## src/rtl/fric_initiator.sv

```systemverilog
// FRIC byte-lane initiator: serialises one host request onto fric_out and
// collects and checks the matching reply on fric_in, one transaction at a time.
module fric_initiator #(
  parameter int TIMEOUT = 255,
  parameter int TO_W    = 16
) (
  input  logic        clk,
  input  logic        rst,
  output logic [7:0]  fric_out,
  input  logic [7:0]  fric_in,
  input  logic        req_valid,
  output logic        req_ready,
  input  logic        req_rnw,
  input  logic [3:0]  req_port,
  input  logic [7:0]  req_addr,
  input  logic [15:0] req_wdata,
  output logic        rsp_valid,
  output logic [15:0] rsp_rdata,
  output logic [1:0]  rsp_err
);

  typedef enum logic [3:0] {
    IDLE, TX_HDR, TX_ADDR, TX_DLO, TX_DHI, WAIT, RX_ADDR, RX_DLO, RX_DHI, DONE
  } state_t;

  state_t      state, state_d;
  logic        lat_rnw;
  logic [3:0]  lat_port;
  logic [7:0]  lat_addr;
  logic [15:0] lat_wdata;
  logic [1:0]  err_q, err_d;
  logic [7:0]  dlo_q;
  logic [7:0]  out_d;
  logic [15:0] done_rdata;
  logic [TO_W-1:0] cnt;
  logic [7:0]  exp_hdr;

  assign req_ready = rst & (state == IDLE);
  assign rsp_valid = (state == DONE);
  assign exp_hdr   = {(lat_rnw ? 4'h4 : 4'h2), lat_port};

  // out_d is the byte for the state being entered, so fric_out is registered
  // yet aligned with that state.
  always_comb begin
    state_d    = state;
    out_d      = 8'h00;
    err_d      = err_q;
    done_rdata = '0;
    case (state)
      IDLE: begin
        if (req_valid) begin
          state_d = TX_HDR;
          out_d   = {(req_rnw ? 4'h3 : 4'h1), req_port};
          err_d   = 2'd0;
        end
      end
      TX_HDR: begin
        state_d = TX_ADDR;
        out_d   = lat_addr;
      end
      TX_ADDR: begin
        if (lat_rnw) begin
          state_d = WAIT;
        end else begin
          state_d = TX_DLO;
          out_d   = lat_wdata[7:0];
        end
      end
      TX_DLO: begin
        state_d = TX_DHI;
        out_d   = lat_wdata[15:8];
      end
      TX_DHI: state_d = WAIT;
      WAIT: begin
        if (fric_in == 8'h00) begin
          if (cnt == TO_W'(TIMEOUT - 1)) begin
            state_d = DONE;
            err_d   = 2'd1;
          end
        end else if (fric_in == exp_hdr) begin
          state_d = RX_ADDR;
        end else begin
          state_d = DONE;
          err_d   = 2'd2;
        end
      end
      RX_ADDR: begin
        if (fric_in != lat_addr) err_d = 2'd2;
        state_d = lat_rnw ? RX_DLO : DONE;
      end
      RX_DLO: state_d = RX_DHI;
      RX_DHI: begin
        state_d = DONE;
        if (err_q == 2'd0) done_rdata = {fric_in, dlo_q};
      end
      DONE:    state_d = IDLE;
      default: state_d = IDLE;
    endcase
  end

  always_ff @(posedge clk or negedge rst) begin
    if (!rst) begin
      state     <= IDLE;
      fric_out  <= 8'h00;
      lat_rnw   <= 1'b0;
      lat_port  <= '0;
      lat_addr  <= '0;
      lat_wdata <= '0;
      err_q     <= '0;
      dlo_q     <= '0;
      cnt       <= '0;
      rsp_rdata <= '0;
      rsp_err   <= '0;
    end else begin
      state    <= state_d;
      fric_out <= out_d;
      err_q    <= err_d;
      if (state == IDLE && req_valid) begin
        lat_rnw   <= req_rnw;
        lat_port  <= req_port;
        lat_addr  <= req_addr;
        lat_wdata <= req_wdata;
      end
      if (state == RX_DLO) dlo_q <= fric_in;
      if (state != WAIT)
        cnt <= '0;
      else if (fric_in == 8'h00)
        cnt <= cnt + TO_W'(1);
      if (state_d == DONE) begin
        rsp_err   <= err_d;
        rsp_rdata <= done_rdata;
      end
    end
  end

endmodule

```

## config.mk

```make
export PLATFORM = sky130hd
export DESIGN_NAME = fric_initiator
export DESIGN_NICKNAME = d
export VERILOG_FILES = /design/src/rtl/fric_initiator.sv
export SDC_FILE = /design/constraint.sdc
export NUM_CORES = 1
export LEC_CHECK = 0
export BUFFER_PORTS_ARGS = -buffer_cell sky130_fd_sc_hd__buf_2
export CAP_MARGIN = 15
export CORE_MARGIN = 4
export CORE_UTILIZATION = 35
export CTS_BUF_LIST = sky130_fd_sc_hd__clkbuf_4 sky130_fd_sc_hd__clkbuf_8 sky130_fd_sc_hd__clkbuf_16
export CTS_CLUSTER_DIAMETER = 30
export DETAILED_ROUTE_END_ITERATION = 8
export GPL_TIMING_DRIVEN = 0
export PLACE_DENSITY_LB_ADDON = 0.1
export SYNTH_ARGS = -nofsm -noshare
export SYNTH_HDL_FRONTEND = slang
export SYNTH_SLANG_ARGS = --single-unit
```

## constraint.sdc

```tcl
create_clock -name clk -period 3.67 [get_ports clk]
set_clock_uncertainty 0.2 [all_clocks]
set_input_delay 0.367 -clock clk [delete_from_list [all_inputs] [get_ports clk]]
set_output_delay 0.367 -clock clk [all_outputs]
set_load 0.005 [all_outputs]
```

==> results of run 1 <==
## registers in the layout, summed over array words and instances, names as in the netlist
| signal | cells |
|---|---|
| cnt | 16 |
| rsp_rdata | 16 |
| fric_out | 8 |
| lat_addr | 8 |
| lat_port | 4 |
| rsp_err | 2 |
| state | 4 |
| dlo_q | 8 |
| lat_wdata | 16 |
| err_q | 2 |
| lat_rnw | 1 |
## final cells by class
cell class                      count  area, µm²  area share, %
Inverter                            5       18.8          0.393
Multi-Input combinational cell    233       1730           36.3
Buffer                             15       65.1           1.36
Tap cell                          140        175           3.67
Sequential cell                    85       2130           44.5
Clock buffer                       10        233           4.87
Clock inverter                      6       47.5          0.996
Timing Repair Buffer               69        375           7.86
## timing repair
item,4_1_cts,5_1_grt
endpoints found under the hold margin,26,0
gates resized for setup,0,0
hold buffers,1,0
## worst reg2reg max path: cells and delay by family, from the launching register on
family	cells	cell delay [ns]
flip-flops	1	0.36
AND/OR/NAND/NOR	3	1.33
AO/OA/AOI/OAI	1	0.22
buffers and inverters	2	0.63
## cell families after synthesis
logic type | after synthesis | synth area share [%]
AOI/OAI and AO/OA | 67 | 12.4
xor gates and xnor gates | 23 | 5.11
adders and majority gates | 2 | 0.634
buffers and inverters | 20 | 2.13
and+or+nand+nor | 96 | 13.1
muxes | 45 | 12.7
DFF | 85 | 53.9
## cell usage in the layout, fill, tap and decap left out, types with 5 or more instances in the layout
cell       instances
a22o_1            18
mux2_1            37
nor3_1            10
dfrtp_1           85
nor2_1            26
or3_1              5
mux2i_1            5
a22oi_1            9
inv_1              5
o21ai_1            7
clkbuf_16          9
a21oi_1            5
nand3_1            7
buf_2             70
nand2_1           14
o21ai_0            6
clkbuf_1           9
xor2_1            10
xnor2_1           13
## power groups by stage
stage               Sequential (W)  Clock (W)  Combinational [W]
finish                     0.00150   0.000853            0.00112
global route               0.00155   0.000915            0.00126
CTS                        0.00150   0.000874            0.00114
detailed placement         0.00152          0            0.00113
global placement           0.00151          0            0.00112
floorplan                  0.00146          0           0.000764
## layer usage
metal  routed length, µm  vias up  global-route usage (%)
met5                   0        -                       0
met4                  97        0                    3.88
met3                 382        9                    3.44
met2                4240       55                    23.4
met1                4720     1437                    22.5
li1                    -     1395                       -
## per-stage QoR
step / hold slack, ns / worst slack [ns]
global placement: 0.268 / 0.712
CTS: 0.0321 / 0.870
detailed placement: 0.121 / 0.870
finish: 0.0458 / 0.887
global route: 0.0381 / 0.697
floorplan: -0.129 / 1.47
## path summary, 6_finish.rpt
check                                    from            end  slack [ns]  cells after the start
min in group asynchronous                 rst  lat_wdata[12]        0.30                      2
worst min-delay path             req_wdata[7]   lat_wdata[7]        0.05                      2
max in group asynchronous                 rst    lat_port[3]        2.36                      3
worst max register to register       state[2]   rsp_rdata[7]        0.89                      6
worst max-delay path                 state[2]   rsp_rdata[7]        0.89                      6
worst min register to register  lat_wdata[15]  lat_wdata[15]        0.28                      1
==> impl_metrics.json, run 1 <==
{
  "seq_area_frac_synth_pct": 53.9,
  "place_congestion": 0.778,
  "initial_core_util_pct": 36.1,
  "power_switching_w": 0.00117,
  "irDropWorstVdd_v": 0.000293,
  "final-hold-violation-count": 0,
  "start_kind": "register",
  "clk_latency_ns": 0.33,
  "max_slew.worst_pin.slew_ns": 1.02,
  "vias_per_cell": 5.14,
  "p_leak_nw": 2.11,
  "cts_max_path_buffers": 2,
  "path_common_cell": "clkbuf_1",
  "power_frac_clock_pct": 24.6,
  "die_x_um": 114,
  "synth_fp_nets": 380,
  "grt_max_degree": 61,
  "grt_pass1_wl_um": 16000,
  "nFillCells": 1054,
  "first_pass_iters": 4,
  "pwr-share-seq_pct": 43.2,
  "num_vias": 2896,
  "netSwitchingFraction_pct": 33.7,
  "numPlacedInstances": 546,
  "cts_root_buffer": "clkbuf_16",
  "setup_viol": 0,
  "ys_warn_count": 0,
  "crit_fanout": 10,
  "slew_viol_final": 0,
  "wire_per_inst_um": 16.8,
  "slowest_stage": "nor3b_1",
  "grt_pass1_vias": 2985,
  "drv_cap": 0,
  "dieArea_mm2": 0.0130,
  "yosys.area.top_type": "dfrtp_1",
  "row_count": 38,
  "layout-drive-gt1-share_pct": 22.9,
  "cts_buffers": 9,
  "ys_top_cells_by_count": "85 x dfrtp_1, 37 x mux2_1, 26 x nor2_1",
  "instances_no_fill": 563,
  "yosysMostFrequentCell": "dfrtp_1",
  "worstHoldPathType": "primary input to register",
  "io_buffers": 67,
  "synth-seq-cells": 85,
  "ant_nets": 0,
  "relSlewSlack_pct": 31.7,
  "end_kind": "register",
  "critical-path-max-stage-delay_ns": 0.87,
  "setup_tns_ns": 0,
  "postCtsSetupRepairBufs": 0,
  "p_total_w": 0.00347,
  "arrival_ns": 2.86,
  "synth_edf_count": 0,
  "post-route-util_pct": 43.7,
  "wirelength_um": 9440,
  "postLayoutCellArea_mm2": 0.00477,
  "dp_hpwl_um": 6880,
  "cp.buffers_inverters": 2,
  "critPathTopFamily": "simple AND/OR/NAND/NOR gates",
  "max_freq_mhz": 359,
  "grt_setup_unrepaired": "no",
  "yosysUniqueCellTypes": 48,
  "syn_to_final_growth_pct": 21.1,
  "synth_top_area_share_pct": 53.9,
  "status": "finished, final reports clean",
  "crit_chain": "clkbuf_1, nand2b_1, nor3_1, nor3b_1, clkbuf_1, a22o_1",
  "p_int_w": 0.00230,
  "htree_levels": 3,
  "pwr-share-comb_pct": 32.2,
  "avgSynthCellArea_um2": 11.7,
  "antenna_found_initial": 0,
  "cts_tree": "built",
  "crit_type": "register to register",
  "netlist_area_mm2": 0.00394,
  "finalCritPeriodShare_pct": 75.8,
  "async_flop_share_pct": 100,
  "synth_area_leaders": "dfrtp_1 54%, mux2_1 11%, a22o_1 4.0%",
  "diodes": 0,
  "remaining_drc_errors": 0,
  "io-pin-count": 68,
  "grt_overflow_total": 0,
  "finalWorstPathRequiredPeriod_ns": 2.78,
  "nets": 460,
  "coreArea_mm2": 0.0109,
  "path_clk_slew_ns": 0.07,
  "p_per_area_mw_per_mm2": 727,
  "required_ns": 3.74,
  "cts_num_sinks": 85,
  "grt_use_total_pct": 15.4,
  "synth_cells": 338,
  "ys_dominant_reg_cell": "dfrtp_1",
  "postPlaceCellArea_mm2": 0.00448,
  "die_h_um": 114,
  "drt_iter0_drc": 93
}
Power figures use the tool's default switching activity.
==> run 2: changes to the inputs <==
- ABC_AREA: default -> 1
- clock period: 3.67 -> 2.85 ns (I/O delays scaled with it)
==> run 2 against run 1 <==
- setup slack worse by 0.16 ns
- die area rose by 2.0%
- critical path depth fell by 1
- total power grew 38%
- sequential power grew 29%
- global-route usage is 1.9 points higher
- clock power rose by 66%
- area after synthesis increased by 2.2%
- combinational power increased by 29%
- sequential share of layout area down 3.8 points
- core utilization up 3.6 points
- largest power group unchanged
==> impl_metrics.json, run 2 <==
{
  "status": "finished, final reports clean",
  "path_clk_slew_ns": 0.06,
  "post_cts_resized": 0,
  "cts_tree": "built",
  "cts_root_buffer": "clkbuf_16",
  "crit_fanout": 39,
  "p_leak_nw": 2.67,
  "grt_use_total_pct": 17.3,
  "cts_num_sinks": 85,
  "cts_max_path_buffers": 2,
  "relSlewSlack_pct": 55.7,
  "p_per_area_mw_per_mm2": 921,
  "final_common_cell": "nand2_1",
  "layout-drive-gt1-share_pct": 18.5,
  "wire_per_inst_um": 13.7,
  "grt_overflow_total": 0,
  "ys_dominant_reg_cell": "dfrtp_1",
  "max_slew.worst_pin.slew_ns": 0.663,
  "pwr-share-comb_pct": 30.3,
  "synth_edf_count": 0,
  "drt_iter0_drc": 191,
  "yosysMostFrequentCell": "nand2_1",
  "cts_buffers": 9,
  "layout_common_cells": "194 x nand2_1, 85 x dfrtp_1, 68 x buf_2",
  "diodes": 0,
  "numPlacedInstances": 717,
  "worstHoldPathType": "primary input to register",
  "power_switching_w": 0.00162,
  "wirelength_um": 10400,
  "instances_no_fill": 761,
  "netSwitchingFraction_pct": 33.8,
  "r2r_cells": 6,
  "remaining_drc_errors": 0,
  "nets": 658,
  "dieArea_mm2": 0.0133,
  "final-hold-violation-count": 0,
  "io-pin-count": 68,
  "hold_depth": 3,
  "clk_latency_ns": 0.34,
  "min_from": "req_rnw",
  "grt_pass1_vias": 3644,
  "finalWorstPathRequiredPeriod_ns": 2.12,
  "top_regs": "cnt: 16 flops, lat_wdata: 16 flops, rsp_rdata: 16 flops",
  "ys_warn_count": 0,
  "ys_top_cells_by_count": "194 x nand2_1, 85 x dfrtp_1, 52 x inv_1",
  "grt_setup_unrepaired": "no",
  "start_kind": "primary input",
  "die_x_um": 115,
  "power_frac_clock_pct": 29.6,
  "irDropWorstVdd_v": 0.000414,
  "num_vias": 3546,
  "r2r_start": "state[3]",
  "synth_cells": 509,
  "netlist_area_mm2": 0.00403,
  "crit_type": "primary input to output port",
  "max_freq_mhz": 471,
  "synth_top_area_share_pct": 52.8,
  "die_h_um": 115,
  "dp_hpwl_um": 7510,
  "grt_pass1_wl_um": 17900,
  "htree_levels": 3,
  "regToRegSetupSlack_ns": 0.92,
  "avgSynthCellArea_um2": 7.92,
  "synth_fp_nets": 551,
  "first_pass_iters": 4,
  "yosys.area.top_type": "dfrtp_1",
  "reg2reg_to": "lat_port[3]",
  "synth-seq-cells": 85,
  "async_flop_share_pct": 100,
  "pwr-share-seq_pct": 40.1,
  "io_buffers": 67,
  "p_int_w": 0.00318,
  "finalCritPeriodShare_pct": 74.4,
  "postPlaceCellArea_mm2": 0.00457,
  "setup_tns_ns": 0,
  "end_kind": "output port",
  "row_count": 38,
  "seq_area_frac_synth_pct": 52.8,
  "grt_max_degree": 49,
  "ant_nets": 0,
  "slew_viol_final": 0,
  "setup_viol": 0,
  "antenna_found_initial": 0,
  "vias_per_cell": 4.66,
  "initial_core_util_pct": 36.5,
  "postLayoutCellArea_mm2": 0.00521,
  "min_to": "lat_rnw",
  "coreArea_mm2": 0.0110,
  "synth_area_leaders": "dfrtp_1 53%, nand2_1 18%, inv_1 4.8%",
  "arrival_ns": 1.64,
  "required_ns": 2.37,
  "drv_cap": 0,
  "yosysUniqueCellTypes": 30,
  "place_congestion": 0.790,
  "syn_to_final_growth_pct": 29.4
}
[run 2: power by group through the flow]
stage,Clock (W),Combinational [W],Sequential (W)
5_1_grt,0.00151,0.00170,0.00199
3_3_place_gp,0,0.00144,0.00193
4_1_cts,0.00146,0.00149,0.00193
3_5_place_dp,0,0.00146,0.00194
6_report,0.00142,0.00145,0.00193
2_1_floorplan,0,0.000948,0.00190
[run 2: timing repair]
item,in CTS,in global routing
hold buffers,28,0
setup buffers,0,0
endpoints found under the hold margin,65,0
[run 2: worst max-delay path, stage by stage]
cell	delay, ns
dlygate4sd3_1	0.52
buf_4	0.44
inv_1	0.08
nor2_1	0.14
buf_2	0.13
[run 2: cell type report]
type / instances / area [µm²]
repair buffers: 96 / 646
well taps: 140 / 175
fillers: 1115 / 5820
plain buffers: 10 / 55.1
flip-flops and latches: 85 / 2130
clock inverters: 3 / 90.1
multi-input cells: 354 / 1620
clock buffers: 13 / 274
inverters: 60 / 225
[run 2: per-stage QoR]
stage	hold slack (ns)	utilization (%)	setup WS, ns	total power (W)
6_report	0.0268	47.3	0.728	0.00480
2_1_floorplan	-0.211	-	1.12	0.00285
3_5_place_dp	0.112	41.4	0.849	0.00340
5_1_grt	0.0647	47.3	0.534	0.00520
4_1_cts	0.0202	47.3	0.676	0.00488
3_3_place_gp	0.254	41.2	0.107	0.00337
[run 2: metal layers]
metal  wire [µm]  global-route usage, %  up-vias
li1            -                      -     1812
met1        4860                   22.3     1656
met2        4930                   28.0       67
met3         433                   4.16       11
met4         181                   6.96        0
met5           0                      0        -
[run 2: worst max path at each step]
| stage | start | cells after the start | endpoint |
|---|---|---|---|
| floorplan | cnt[0] | 14 | rsp_err[0] |
| global placement | rst | 4 | req_ready |
| detailed placement | fric_in[1] | 9 | cnt[8] |
| CTS | rst | 5 | req_ready |
| global route | rst | 5 | req_ready |
| finish | rst | 5 | req_ready |
[run 2: cell families after synthesis]
logic type / count (synthesis) / share of synthesized area, %
AND/OR/NAND/NOR: 285 / 30.2
AO/OA/AOI/OAI: 58 / 7.52
flip-flops: 85 / 52.8
XOR/XNOR: 9 / 1.96
adder cells (fa/ha/maj): 2 / 0.621
buffers and inverters: 70 / 6.96
